`src/rtl/ram_1port_arb2.sv`:
```
// ram_1port_arb2: two-requester arbiter in front of a single-port RAM, acks routed back in order via a tag FIFO.
// Define RAM_ARB_RR_EN for round-robin arbitration; otherwise p0 has fixed priority.
module ram_1port_arb2 #(
  parameter int Width = 16,
  parameter int AddrBits = 8,
  parameter int TagDepth = 4
) (
  input  logic                clk,
  input  logic                reset,
  input  logic                p0_req_valid,
  input  logic                p0_req_we,
  input  logic [AddrBits-1:0] p0_req_addr,
  input  logic [Width-1:0]    p0_req_data,
  output logic                p0_req_retry,
  output logic                p0_ack_valid,
  output logic [Width-1:0]    p0_ack_data,
  input  logic                p0_ack_retry,
  input  logic                p1_req_valid,
  input  logic                p1_req_we,
  input  logic [AddrBits-1:0] p1_req_addr,
  input  logic [Width-1:0]    p1_req_data,
  output logic                p1_req_retry,
  output logic                p1_ack_valid,
  output logic [Width-1:0]    p1_ack_data,
  input  logic                p1_ack_retry,
  output logic                mem_req_valid,
  output logic                mem_req_we,
  output logic [AddrBits-1:0] mem_req_addr,
  output logic [Width-1:0]    mem_req_data,
  input  logic                mem_req_retry,
  input  logic                mem_ack_valid,
  input  logic [Width-1:0]    mem_ack_data,
  output logic                mem_ack_retry,
  output logic                err_orphan_ack
);
`ifdef RAM_ARB_RR_EN
  localparam bit RrEn = 1'b1;
`else
  localparam bit RrEn = 1'b0;
`endif
  localparam int PtrBits = (TagDepth > 1) ? $clog2(TagDepth) : 1;
  logic [TagDepth-1:0] r_tags;
  logic [PtrBits-1:0]  r_wr_ptr, r_rd_ptr;
  logic [PtrBits:0]    r_count;
  logic r_last, r_lock, r_lock_id, r_err;
  logic w_full, w_empty, w_head, w_win_valid, w_win_id, w_push, w_pop, w_ack_live;
  always_comb begin
    w_full = r_count == (PtrBits+1)'(TagDepth);
    w_empty = r_count == '0;
    w_head = r_tags[r_rd_ptr];
    w_win_valid = p0_req_valid | p1_req_valid;
    // a stalled winner keeps the grant for as long as it keeps asking
    w_win_id = (r_lock && (r_lock_id ? p1_req_valid : p0_req_valid)) ? r_lock_id :
               (p0_req_valid && p1_req_valid) ? (RrEn ? ~r_last : 1'b0) : ~p0_req_valid;
    mem_req_valid = ~reset & w_win_valid & ~w_full;
    mem_req_we = w_win_id ? p1_req_we : p0_req_we;
    mem_req_addr = w_win_id ? p1_req_addr : p0_req_addr;
    mem_req_data = w_win_id ? p1_req_data : p0_req_data;
    w_push = mem_req_valid & ~mem_req_retry;
    p0_req_retry = ~(w_push & ~w_win_id);
    p1_req_retry = ~(w_push & w_win_id);
    w_ack_live = ~reset & ~w_empty;
    p0_ack_valid = w_ack_live & mem_ack_valid & ~w_head;
    p1_ack_valid = w_ack_live & mem_ack_valid & w_head;
    p0_ack_data = mem_ack_data;
    p1_ack_data = mem_ack_data;
    mem_ack_retry = w_ack_live & (w_head ? p1_ack_retry : p0_ack_retry);
    w_pop = w_ack_live & mem_ack_valid & ~mem_ack_retry;
    err_orphan_ack = r_err;
  end
  always_ff @(posedge clk or posedge reset)
    if (reset) begin
      r_tags <= '0;
      r_wr_ptr <= '0;
      r_rd_ptr <= '0;
      r_count <= '0;
      r_last <= 1'b1;
      r_lock <= 1'b0;
      r_lock_id <= 1'b0;
      r_err <= 1'b0;
    end else begin
      if (w_push) begin
        r_tags[r_wr_ptr] <= w_win_id;
        r_wr_ptr <= r_wr_ptr + 1'b1;
        r_last <= w_win_id;
      end
      if (w_pop) r_rd_ptr <= r_rd_ptr + 1'b1;
      r_count <= r_count + (PtrBits+1)'(w_push) - (PtrBits+1)'(w_pop);
      r_lock <= w_win_valid & ~w_push;
      r_lock_id <= w_win_id;
      if (mem_ack_valid & w_empty) r_err <= 1'b1;
    end
endmodule

```
`config.mk`:
```
export PLATFORM = sky130hd
export DESIGN_NAME = ram_1port_arb2
export DESIGN_NICKNAME = d
export VERILOG_FILES = /design/src/rtl/ram_1port_arb2.sv
export SDC_FILE = /design/constraint.sdc
export NUM_CORES = 1
export LEC_CHECK = 0
export CAP_MARGIN = 5
export CORE_MARGIN = 10
export CORE_UTILIZATION = 30
export DETAILED_ROUTE_END_ITERATION = 10
export PLACE_DENSITY = 0.83
export SYNTH_ARGS = -nofsm -noshare
export SYNTH_HDL_FRONTEND = slang
export SYNTH_SLANG_ARGS = --single-unit
```
`constraint.sdc`:
```
create_clock -name clk -period 7.64 [get_ports clk]
set_input_delay 0.764 -clock clk [delete_from_list [all_inputs] [get_ports clk]]
set_output_delay 0.764 -clock clk [all_outputs]
set_load 0.01 [all_outputs]
```
# After elaboration in Yosys (flattened, before gate mapping)
# Cells that the tools add are included.
# word_totals
memories,0
ram_bits,0
regBits,14
mem_bits_ro,0
output_inout_bits,64
input_bits,74
latch_bits,0
# op_classes
reduce_logical,4
muxes,12
mul,0
n_shift,0
order_cmp,3
addsub,4
n_eq_ne,1
bitwise,25
div,0
# ops
operator,n
$mux W16,1
$and A1 B1 Y1,13
$not A1 Y1,11
$mux W8,1
$mux W1,7
$lt A2 B3 Y1 const B,2
$add A2 B1 Y2 const B,2
$bwmux W4,1
$add A3 B1 Y3,1
$eq A3 B3 Y1 const B,1
$logic_and A1 B1 Y1,3
$logic_not A3 Y1,1
$sub A3 B1 Y3,1
$bmux W1 S2,1
$demux W1 S2,1
$ge A2 B1 Y1 const B,1
$or A1 B1 Y1,1

# Depth between registers and ports, before layout
# Gate-level depths: netlist (run 1).
# logic_depth
ltp_word,7
ltp_mapped,11

# Least setup slack after synthesis (run 1)
# Ideal clock, no wire load.
# synth_path
kind,input -> register
from,input port p1_req_valid
to,register r_count[2]
required_ps,7514
arrival_time_ps,2614
path_stages,11
slack_ps,4900
cell_sequence,nor2_1 -> a2111oi_4 -> buf_6 -> inv_2 -> ha_1 -> inv_1 -> ha_1 -> inv_1 -> fa_1 -> xnor2_1 -> xnor2_1
# synth_via
elab_chain_cells,6
# synth_rtl
element,line_no,text
start: declaration,18,"input logic p1_req_valid,"
$or A1 B1 Y1,51,w_win_valid = p0_req_valid | p1_req_valid;
$and A1 B1 Y1 (2 in series),55,mem_req_valid = ~reset & w_win_valid & ~w_full;
$and A1 B1 Y1,59,w_push = mem_req_valid & ~mem_req_retry;
$add A3 B1 Y3,88,r_count <= r_count + (PtrBits+1)'(w_push) - (PtrBits+1)'(w_pop);
$sub A3 B1 Y3,88,
end signal: assignment,88,
end: declaration,44,logic [PtrBits:0] r_count;
# Every way passes these cells.
# A chain may end at the register's enable or synchronous reset.

# Worst setup path after layout (run 1)
# layout_path
from,input port p1_req_valid
to,output port mem_req_data[9]
# layout_via
elab_chain_cells,4
# layout_rtl
element,line_no,text
$logic_and A1 B1 Y1 / $mux W1 (equally long branches),"54, 53",
$mux W1 / $logic_and A1 B1 Y1 (equally long branches),"54, 53",
$mux W1 *,53,w_win_id = (r_lock && (r_lock_id ? p1_req_valid : p0_req_valid)) ? r_lock_id :
$mux W16 *,58,mem_req_data = w_win_id ? p1_req_data : p0_req_data;
end: declaration,29,"output logic [Width-1:0] mem_req_data,"
# Every way passes the cells marked *; elsewhere a longest branch is shown, timed or not.

==> metrics.cfg, run 1 <==
[clocking]
clockRootBuffer = clkbuf_8
clk_pin_slew_worst_paths_ns = 0.06
hold_buffers = 0
htree_num_levels = 1
cts_buffers = 3
cts_tree = done
cts_buffer_depth = 2
clock_latency_ns = 0.25
cts.sinks = 14
cts_resized = 0
cts_setup_buffers = 0

[synth]
yosysTopAreaCellShare_pct = 26.27
synth-edff-count = 0
synth_nets = 263
synth_ff_type = dfrtp_1
synth_area_per_cell_sq_um = 7.328
ys.warnings.count = 0
ys_async_sr_fraction_pct = 100.0
synth_area_leaders = dfrtp_1, nand2_1, buf_4
syn_inst = 182
synth-seq-area-share_pct = 26.27
ys_seq_elements = 14
synth_common_cells = nand2_1, buf_4, dfrtp_1
yosysMostFrequentCell = nand2_1
synth.distinct_cells = 29
netlist_area_sq_um = 1334
synth_top_cell_by_area = dfrtp_1

[routing]
wl_um = 4457
vias_per_cell = 4.497
routedWlPerCell_um = 15.48
drtIter0Drc = 54
vias = 1295
dr.pass1.iters = 4
ant_nets = 0
drc = 0

[power]
vdd_drop_max_mv = 0.1027
p_seq_share_pct = 30.5
swShare_pct = 36.06
internal_power_w = 0.0002909
p_comb_share_pct = 53.4
p_sw_w = 0.0001641
clockPowerShare_pct = 16.1
power_density_nw_per_um2 = 220.0
leakagePower_nw = 0.9384

[global_routing]
grt_pass1_vias = 1367
grt_use_total_pct = 11.76
met3_usage_pct = 7.598
gr-total-overflow = 0
grt_pass1_wl_um = 7155
top_usage_layer = met2
met1_usage_pct = 11.29
met2_usage_pct = 20.07
grt_max_degree = 32
antenna_found_initial = 0

[layout]
syn_to_final_growth_pct = 55.07
layout.nets = 318
diodes = 0
final_layout_size_suffix_gt1_share_pct = 6.356
fin_cells = 288

[timing]
min_period_over_period_pct = 52.70
fmax_mhz = 248.4
tightest_slew_ns = 1.037
report.final.slew_viol_count = 0
setup_viol = 0
setup-tns-final_ns = 0
finalClockSkew_ns = 0.0002716
post-route-min-period_ns = 4.026
rsz0062_at_grt = no
fin_ws_ns = 3.614
slew_headroom_pct = 30.89
hold_viol = 0

[placed_design]
post-place-ws_ns = 3.579
dp_cells = 284
io_buffer_count = 89
dp_hpwl_um = 3662
gp_congestion = 0.7689

[setup_path]
slowest_stage = and2_1
cp.required_ns = 6.88
cp-start-kind = input port
path_class = input port to primary output
worstPathArrival_ns = 3.26
r2r_cells = 10
path_cells = clkdlybuf4s50_1, nand3_1, and2_1, inv_2, nand2_1, nand2_1, clkdlybuf4s50_1
reg2reg_from = r_count[1]
end_kind = primary output
r2r_end = r_count[2]
path_max_fanout = 31
rrSetupSlack_ns = 4.89
critPathMaxStageDelay_ns = 0.81

[worst_hold_path]
hold_depth = 1
hp-class = flip-flop to flip-flop
hp-start = err_orphan_ack
min_to = err_orphan_ack

[die]
core_area_sq_um = 4324
io_pins = 138
die_area_sq_um = 7513
die_x_um = 86.68
die_height_um = 86.68
rows = 24
start_util_pct = 30.84

[outcome]
status = complete, no violations

[flow_run]
maxCapViolCount = 0

[how the worst max path moves through the flow]
stage | start | end | slack [ns] | cells after the start
final | p1_req_valid | mem_req_data[9] | 3.61 | 7
after global routing | p1_req_valid | mem_req_data[12] | 3.36 | 7
after CTS | p1_req_valid | mem_req_data[12] | 3.56 | 7
after detailed placement | p1_req_valid | mem_req_data[12] | 3.58 | 7
after global placement | p1_req_valid | mem_req_we | 3.64 | 7
after floorplan | p1_req_valid | r_count[2] | 4.90 | 11
[flip-flops by register name (all words and copies together) (netlist names)]
register        count
r_count             3
r_tags              4
r_lock              1
r_wr_ptr            2
err_orphan_ack      1
r_rd_ptr            2
r_lock_id           1
[placed cells by master (no fill, tap or decap), drive strengths merged, types with 4 or more instances in the layout]
| master | netlist | layout |
|---|---|---|
| clkdlybuf4s50 | 0 | 89 |
| nand2 | 78 | 78 |
| dfrtp | 14 | 14 |
| inv | 8 | 8 |
| ha | 6 | 6 |
| a21oi | 5 | 5 |
| a31oi | 5 | 5 |
| xnor2 | 4 | 4 |
| clkbuf | 4 | 4 |
| mux2i | 4 | 4 |
[cells by family after synthesis]
family	count (synthesis)	synth area share [%]
and+or+nand+nor	90	27.96
muxes	6	4.972
AOI/OAI and AO/OA	14	8.068
DFF	14	26.27
adders and majority gates	7	7.129
buffers and inverters	47	22.98
xor gates and xnor gates	4	2.626
[routing by layer]
metal  part of all wire [%]  vias to the layer above
li1                       -                      645
met5                      0                        -
met1                     35                      570
met2                     49                       63
met3                     13                       17
met4                    2.6                        0
[worst max-delay path, delay by kind of cell]
kind / cells / cell delay, ns
buf+inv: 3 / 1.33
simple gates: 4 / 1.16
[power by group through the flow]
stage / combinational (W) / clock [W] / sequential [W]
after global routing: 0.000274 / 0.0000778 / 0.000146
after detailed placement: 0.000244 / 0 / 0.000140
after global placement: 0.000237 / 0 / 0.000138
after floorplan: 0.000165 / 0 / 0.000135
after CTS: 0.000247 / 0.0000753 / 0.000139
final: 0.000243 / 0.0000732 / 0.000139
[layout make-up]
type	count	area (sq um)
Fill cell	421	2256
Timing Repair Buffer	89	890.9
Multi-Input combinational cell	121	676.9
Sequential cell	14	350.3
Tap cell	52	65.06
Clock buffer	4	55.05
Inverter	8	30.03
[through the flow]
step           instance area [sq um]  hold slack [ns]  total power, W  utilization (%)
3_3_place_gp                    2013           0.4392       0.0003749            46.56
6_report                        2068           0.4858       0.0004550            47.83
3_5_place_dp                    2013           0.4845       0.0003844            46.56
5_1_grt                         2068           0.5170       0.0004974            47.83
4_1_cts                         2068           0.4960       0.0004619            47.83
2_1_floorplan                   1334           0.4822       0.0002999                -
Note: power is estimated with default switching activity, not from simulation.
==> inputs of run 2 (changes only) <==
--- a/config.mk
+++ b/config.mk
@@ -7,9 +7,9 @@
 export LEC_CHECK = 0
 export CAP_MARGIN = 5
 export CORE_MARGIN = 10
-export CORE_UTILIZATION = 30
+export CORE_UTILIZATION = 29
 export DETAILED_ROUTE_END_ITERATION = 10
-export PLACE_DENSITY = 0.83
+export PLACE_DENSITY = 0.81
 export SYNTH_ARGS = -nofsm -noshare
 export SYNTH_HDL_FRONTEND = slang
 export SYNTH_SLANG_ARGS = --single-unit
==> constraint.sdc (replaced) <==
create_clock -name clk -period 4.15 [get_ports clk]
set_input_delay 0.415 -clock clk [delete_from_list [all_inputs] [get_ports clk]]
set_output_delay 0.415 -clock clk [all_outputs]
set_load 0.01 [all_outputs]
==> metrics.cfg, run 2 (synthesis results as in run 1) <==
[timing]
tightest_slew_ns = 0.5085  ; was 1.037 ns
setup-tns-final_ns = 0  ; unchanged
fmax_mhz = 349.0
fin_ws_ns = 1.285  ; was 3.614 ns
rsz0062_at_grt = no  ; unchanged
setup_viol = 0  ; unchanged
finalClockSkew_ns = 0.001929  ; was 0.0002716 ns
slew_headroom_pct = 66.06  ; was 30.89%
report.final.slew_viol_count = 0  ; unchanged
post-route-min-period_ns = 2.865
hold_viol = 0  ; unchanged
min_period_over_period_pct = 69.05

[clocking]
clock_latency_ns = 0.25  ; about the same
cts_buffer_depth = 2  ; unchanged
cts_setup_buffers = 0  ; unchanged
cts_resized = 0  ; unchanged
clockRootBuffer = clkbuf_8  ; unchanged
cts.sinks = 14  ; unchanged
htree_num_levels = 1  ; unchanged
clk_pin_slew_worst_paths_ns = 0.06  ; about the same
cts_buffers = 3  ; unchanged
cts_tree = done  ; unchanged
hold_buffers = 0  ; unchanged

[routing]
routedWlPerCell_um = 14.40  ; was 15.48 um
drtIter0Drc = 26  ; was 54
vias_per_cell = 4.428  ; was 4.497
ant_nets = 0  ; unchanged
dr.pass1.iters = 4  ; unchanged
wl_um = 4175  ; was 4457 um
drc = 0  ; unchanged
vias = 1284  ; was 1,295

[setup_path]
rrSetupSlack_ns = 1.52  ; was 4.89 ns
path_max_fanout = 31  ; unchanged
slowest_stage = clkdlybuf4s50_1  ; was and2_1
cp.buffers_inverters = 4  ; was 3
worstPathArrival_ns = 2.45  ; was 3.26 ns
end_kind = primary output  ; unchanged
cp-start-kind = input port  ; unchanged
path_class = input port to primary output  ; unchanged
cp.required_ns = 3.73  ; was 6.88 ns
r2r_end = r_count[2]  ; unchanged
reg2reg_from = r_rd_ptr[1]  ; was r_count[1]
path_cells = clkdlybuf4s50_1, nand3_1, and2_1, buf_4, inv_2, nand2_1, nand2_1, clkdlybuf4s50_1  ; was clkdlybuf4s50_1, nand3_1, and2_1, inv_2, nand2_1, nand2_1, clkdlybuf4s50_1
crit_family = buffers and inverters  ; unchanged
r2r_cells = 11  ; was 10
critPathMaxStageDelay_ns = 0.55  ; was 0.81 ns

[layout]
final_cell_mix = clkdlybuf4s50_1, nand2_1, dfrtp_1, inv_1, ha_1  ; unchanged
multi_input_area_sq_um = 676.9  ; unchanged
diodes = 0  ; unchanged
final_common_cell = clkdlybuf4s50_1  ; unchanged
final_core_util_pct = 47.19  ; was 47.83%
fin_cells = 290  ; was 288
syn_to_final_growth_pct = 56.19  ; was 55.07%
top_register = r_tags  ; unchanged
final_layout_size_suffix_gt1_share_pct = 7.143  ; was 6.356%
fill_cells = 416  ; was 421
biggestRegsByFlops = r_tags x4, r_count x3  ; unchanged
layout.nets = 320  ; was 318
largest_reg_flops = 4  ; unchanged
layout.area.seq_sq_um = 350.3  ; unchanged

[power]
power_density_nw_per_um2 = 400.4  ; was 220.0 nW/um^2
vdd_drop_max_mv = 0.1934  ; was 0.1027 mV
leakagePower_nw = 0.9485  ; was 0.9384 nW
p_total_w = 0.0008342  ; was 0.0004550 W

[flow_run]
maxCapViolCount = 0  ; unchanged

[worst_hold_path]
hp-start = err_orphan_ack  ; unchanged
hold_depth = 1  ; unchanged
hp-class = flip-flop to flip-flop  ; unchanged
min_to = err_orphan_ack  ; unchanged

[die]
io_pins = 138  ; unchanged
rows = 24  ; unchanged
die_area_sq_um = 7711  ; was 7513 sq um
core_area_sq_um = 4414  ; was 4324 sq um
start_util_pct = 30.22  ; was 30.84%
die_x_um = 87.82  ; was 86.68 um
die_height_um = 87.82  ; was 86.68 um

[global_routing]
antenna_found_initial = 0  ; unchanged
gr-total-overflow = 0  ; unchanged
grt_max_degree = 32  ; unchanged
grt_use_total_pct = 10.36  ; was 11.76%
grt_pass1_vias = 1372  ; was 1,367
grt_pass1_wl_um = 6444  ; was 7155 um

[outcome]
status = complete, no violations  ; unchanged

[placed_design]
io_buffer_count = 89  ; unchanged
post-place-ws_ns = 1.291  ; was 3.579 ns
dp_hpwl_um = 3471  ; was 3662 um
dp_cells = 286  ; was 284
gp_congestion = 0.7294  ; was 0.7689

## run 2: how the worst max path moves through the flow
stage | start | endpoint | slack (ns) | cells after the start
6_report | p1_req_valid | mem_req_data[11] | 1.28 | 8
5_1_grt | p1_req_valid | mem_req_data[11] | 1.13 | 8
4_1_cts | p1_req_valid | mem_req_data[8] | 1.28 | 8
3_5_place_dp | p1_req_valid | mem_req_data[8] | 1.29 | 8
3_3_place_gp | p1_req_valid | mem_req_data[14] | 1.27 | 8
2_1_floorplan | r_rd_ptr[1] | r_count[2] | 1.66 | 11
## run 2: report_power, final
| group | switching, W | internal (W) |
|---|---|---|
| Clock | 0.0000509 | 0.0000842 |
| Sequential | 0.0000555 | 0.000200 |
| Combinational | 0.000191 | 0.000253 |
## run 2: routing by layer
layer | vias up | GRT usage (%) | routed length (um)
li1 | 648 | - | -
met1 | 552 | 10.08 | 1556
met2 | 68 | 16.87 | 1883
met3 | 16 | 7.242 | 626
met4 | 0 | 4.058 | 108
met5 | - | 0 | 0
## run 2: metrics by stage
stage | hold slack [ns] | cell area (sq um)
after CTS | 0.4662 | 2083
final | 0.4609 | 2083
after global routing | 0.4722 | 2083
after detailed placement | 0.4443 | 2028
after floorplan | 0.3042 | 1334
after global placement | 0.4401 | 2028
## run 2: layout make-up
| cell class | instances | area share (%) |
|---|---|---|
| Timing Repair Buffer | 91 | 43.48 |
| Tap cell | 52 | 3.123 |
| Multi-Input combinational cell | 121 | 32.49 |
| Clock buffer | 4 | 2.643 |
| Sequential cell | 14 | 16.82 |
| Inverter | 8 | 1.441 |
